--- src/rtl/demux_rr_dispatcher.sv ---
// demux_rr_dispatcher
//
// Round-robin dispatcher for a 1-to-8 demux. It accepts one input stream under
// valid/ready and holds each accepted beat for exactly one output channel.
// Channels are visited in circular order, and channels whose en_mask bit is
// clear are skipped.
//
// Parameters
//   DW  data width of the input beat and the shared output bus
//   CW  width of the delivered-beat counter (wraps modulo 2^CW)
//
// Ports
//   clk        rising-edge clock
//   rst        synchronous, active-high reset
//   in_valid   input beat present
//   in_ready   dispatcher can take a beat this cycle
//   in_data    input beat
//   en_mask    per-channel enable (bit k -> channel k)
//   out_valid  one-hot (or zero) per-channel valid
//   out_ready  per-channel ready; only bit sel is looked at
//   out_data   held beat, meaningful only while out_valid is non-zero
//   sel        channel currently driven (demux select)
//   busy       a beat is held and not yet taken
//   beat_cnt   total beats delivered
module demux_rr_dispatcher #(
  parameter int DW = 8,
  parameter int CW = 16
) (
  input  logic          clk,
  input  logic          rst,
  input  logic          in_valid,
  output logic          in_ready,
  input  logic [DW-1:0] in_data,
  input  logic [7:0]    en_mask,
  output logic [7:0]    out_valid,
  input  logic [7:0]    out_ready,
  output logic [DW-1:0] out_data,
  output logic [2:0]    sel,
  output logic          busy,
  output logic [CW-1:0] beat_cnt
);

  typedef enum logic {
    IDLE = 1'b0,
    HOLD = 1'b1
  } state_t;

  state_t      state, state_next;
  logic [2:0]  ptr;
  logic [2:0]  ptr_eff;
  logic [2:0]  pick;
  logic [2:0]  cand;
  logic        found;
  logic        drain;
  logic        accept;

  assign drain  = (state == HOLD) && out_ready[sel];
  assign accept = in_valid && in_ready;

  // While the held beat leaves this edge, the search starts just past the
  // channel being served, so a back-to-back beat moves on to the next channel.
  assign ptr_eff = drain ? 3'(sel + 3'd1) : ptr;

  // First enabled channel at or after ptr_eff, circularly.
  always_comb begin
    pick  = ptr_eff;
    found = 1'b0;
    cand  = ptr_eff;
    for (int i = 0; i < 8; i++) begin
      cand = 3'(ptr_eff + 3'(i));
      if (!found && en_mask[cand]) begin
        pick  = cand;
        found = 1'b1;
      end
    end
  end

  always_comb begin
    in_ready = !rst && (en_mask != 8'h00) && ((state == IDLE) || drain);
  end

  always_comb begin
    state_next = state;
    case (state)
      IDLE:    if (accept) state_next = HOLD;
      HOLD:    if (drain && !accept) state_next = IDLE;
      default: state_next = IDLE;
    endcase
  end

  always_ff @(posedge clk) begin
    if (rst) begin
      state    <= IDLE;
      ptr      <= 3'd0;
      sel      <= 3'd0;
      out_data <= '0;
      beat_cnt <= '0;
    end else begin
      state <= state_next;
      if (accept) begin
        out_data <= in_data;
        sel      <= pick;
        ptr      <= pick;
      end else if (drain) begin
        ptr <= 3'(sel + 3'd1);
      end
      if (drain) begin
        beat_cnt <= beat_cnt + CW'(1);
      end
    end
  end

  assign out_valid = (state == HOLD) ? (8'b1 << sel) : 8'h00;
  assign busy      = (state == HOLD);

endmodule

--- config.mk ---
export PLATFORM = sky130hd
export DESIGN_NAME = demux_rr_dispatcher
export DESIGN_NICKNAME = d
export VERILOG_FILES = /design/src/rtl/demux_rr_dispatcher.sv
export SDC_FILE = /design/constraint.sdc
export NUM_CORES = 1
export LEC_CHECK = 0
export BUFFER_PORTS_ARGS = -buffer_cell sky130_fd_sc_hd__clkbuf_2
export CAP_MARGIN = 20
export CELL_PAD_IN_SITES_DETAIL_PLACEMENT = 1
export CELL_PAD_IN_SITES_GLOBAL_PLACEMENT = 2
export CORE_UTILIZATION = 32
export DETAILED_ROUTE_END_ITERATION = 16
export PLACE_DENSITY = 0.89
export SYNTH_ARGS = -nofsm -noshare
export SYNTH_HDL_FRONTEND = slang
export SYNTH_SLANG_ARGS = --single-unit
--- constraint.sdc ---
create_clock -name clk -period 5.4 [get_ports clk]
set_clock_uncertainty 0.05 [all_clocks]
set_input_delay 0.54 -clock clk [delete_from_list [all_inputs] [get_ports clk]]
set_output_delay 0.54 -clock clk [all_outputs]
set_load 0.01 [all_outputs]
==> reports/results.txt <==
status: finished, violations left
failing checks: DRC
Ys Warns: 0
Hold Buf Count CTS: 0
Slew HR: 47.29%
fin nets: 470
Initial DRT Pass Iterations: 11
die height: 98.35 µm
Mapped Nets: 418
die area: 9672 µm²
Overall Power: 0.001572 W
DR vias/cell: 5.814
Register Area: 621.8 µm²
synthesized area per cell: 7.776 µm²
CP Data Arrival Time: 5060 ps
hold path startpoint: out_data[5]
Max clock buf depth: 2
max capacitance violation total: 0
Post-Synthesis Cells: 382
die width: 98.35 µm
#FFs+latches synth: 31
clock sinks: 31
Largest stage delay, worst path: 510 ps
Worst Hold End: out_data[5]
post-CTS setup buffers: 0
ys async rst share: 0%
Setup crit end kind: flop
Worst R2R Start: sel[0]
r2r setup slk: 470 ps
Crit Path Category: reg2reg
Root Buffer: clkbuf_8
Finished Layout Cells: 543
worst endpoint required time: 5530 ps
grt total ovfl: 0
DP Cell Count: 535
RSZ-0062 raised after global routing: false
total track usage: 20.66%
Worst setup SP type: flop
RR Endpoint: sel[1]
Slew @ Worst Pin: 790.3 ps
synthesized cell area: 2970 µm²
worst skew pair latency: 280 ps
vias in the first global route: 3081
dpl hpwl: 7453 µm
setup TNS: 0 ps
first-pass GRT wire length: 16130 µm
largest net degree at the start of global routing: 34
clock slew at the register clock pins of the worst setup and hold paths: 60 ps
Clock H-tree levels: 2
Leakage Power: 1.430 nW
Final setup viols: 0
slowest CP cell: dfxtp_2
Filler cells: 1118
Hold Path Stages: 2
Routed Antenna Nets: 0
hold crit path type: reg2reg
multi-input logic area: 2192 µm²
critical-path cell list: mux2i_1 -> a22oi_2 -> nand3_4 -> nand2_1 -> a21boi_1 -> inv_1 -> ha_1 -> inv_1 -> nand2_1 -> a2111oi_4 -> nor2_1 -> mux4_2 -> a41oi_4 -> o211a_1 -> a2111oi_0 -> or3_1 -> o311ai_1
Routability Congestion: 0.9466
number of flops mapped to enable cells by yosys: 0
post-DR wirelength/cell: 18.10 µm
VDD IR max: 0.1604 mV
Area Overhead vs Synth: 15.80%
Core Rows: 34
CTS tree: built
Iteration-0 DRC Markers: 196
fin. max-slew vios: 0
Netlist cell types: 71
initial core utilization: 33.57%
fin crit period: 4927 ps
pwr/cell area: 456.9 nW/µm²
core area: 8848 µm²
worst reg2reg path depth: 17
I/O Pins: 64
Ant. Diodes: 0
share of cells above drive strength 1: 22.99%
post-CTS resize count: 0
DR DRC count: 3
final WL: 9830 µm
clock buffer count from CTS: 5
antenna violations before repair: 0
Buffers on Ports: 63
Seq/Total Area, Yosys: 20.89%
period utilisation layout: 91.25%
crit-path max FO: 13
Fmax: 0.2029 GHz
routed vias: 3157
Hold Fails Final Rpt: 0
post-layout util: 38.87%
dominant synthesized flop cell: dfxtp_1
## critical path: cells and delay by family (launching register included)
family	cells	cell delay, ps
AO/OA/AOI/OAI	7	1980
adder cells (fa/ha/maj)	1	360
multiplexers	2	620
flip-flops	1	510
AND/OR/NAND/NOR	5	920
buffers and inverters	2	360
## cells in the mapped netlist, drive strengths merged, types with 8 or more instances
| master | instances | area share, % |
|---|---|---|
| clkbuf | 14 | 1.8 |
| buf | 8 | 2.0 |
| and3 | 10 | 2.1 |
| o21ai | 9 | 1.5 |
| nor2 | 40 | 5.1 |
| inv | 12 | 1.5 |
| nand4 | 12 | 2.5 |
| xor2 | 13 | 3.8 |
| nand2 | 65 | 8.2 |
| dfxtp | 31 | 21 |
| mux2i | 16 | 5.6 |
| ha | 9 | 3.8 |
| nand3 | 12 | 2.4 |
| a21oi | 15 | 2.5 |
| and2 | 10 | 2.1 |
## area by class of cell
class	instances	area share, %
repair buffers	67	10.04
flip-flops and latches	31	18.08
inverters	12	1.310
clock buffers	8	2.910
multi-input cells	317	63.73
well taps	108	3.929
## flip-flops by register name (all words and copies together) (netlist names)
register and flops:
beat_cnt 16, busy 1, out_data 8, ptr 3, sel 3
## stage by stage
step                hold WS [ps]  worst slack, ps  cell area (µm²)
detailed placement         403.5            284.9             3338
global placement           394.3            569.3             3338
CTS                        412.8            261.4             3438
finish                     406.7            472.5             3440
floorplan                  430.5             1133             2970
global route               430.0            133.2             3440
## cells by family (layout without fill, tap and decap cells)
logic type | after synthesis | after routing | synth area share (%)
and+or+nand+nor | 179 | 179 | 29.15
AOI/OAI and AO/OA | 87 | 87 | 25.53
buffers and inverters | 34 | 87 | 5.307
DFF | 31 | 31 | 20.89
muxes | 25 | 25 | 10.32
xor gates and xnor gates | 17 | 17 | 5.013
adders and majority gates | 9 | 9 | 3.791
## layout by cell type, fill, tap and decap left out, types with 3 or more instances in the layout
master,n
mux2_2,4
nor2b_1,4
a32o_1,4
dfxtp_1,30
nor4_1,3
a22oi_1,3
clkbuf_2,63
and3_1,10
nor2_1,40
xor2_1,13
mux4_2,3
ha_1,9
inv_1,10
o31ai_1,3
nor3_1,5
a21oi_1,15
buf_4,4
o211a_1,3
or3_1,5
nand2_1,65
a2111o_1,4
a32oi_1,5
xnor2_1,4
nand3_1,11
o21ai_0,7
clkbuf_8,7
and2_1,9
mux2i_1,14
a2111oi_1,3
o211ai_1,3
nand4_1,12
nand2b_1,7
a211oi_1,4
## power breakdown
part           leakage, nW  switching, W  internal [W]
registers            0.252     0.0000405      0.000248
clock network       0.0515     0.0000854      0.000116
logic                 1.13      0.000676      0.000405
total                 1.43      0.000802      0.000770
## metal layers
layer | track usage (%) | vias up | routed length, µm
met5 | 0 | - | 0
met2 | 33.86 | 88 | 4538
li1 | - | 1511 | -
met3 | 2.649 | 13 | 396
met4 | 4.363 | 0 | 124
met1 | 28.96 | 1545 | 4771
## worst max path at each step
stage	startpoint	endpoint	slack (ps)	cells after the start
after global routing	sel[0]	sel[0]	130	17
after global placement	sel[0]	ptr[1]	570	17
final	sel[0]	sel[1]	470	17
after detailed placement	sel[0]	sel[1]	280	17
after CTS	sel[0]	sel[1]	260	17
after floorplan	sel[0]	ptr[1]	1130	16
Power figures use the tool's default switching activity.
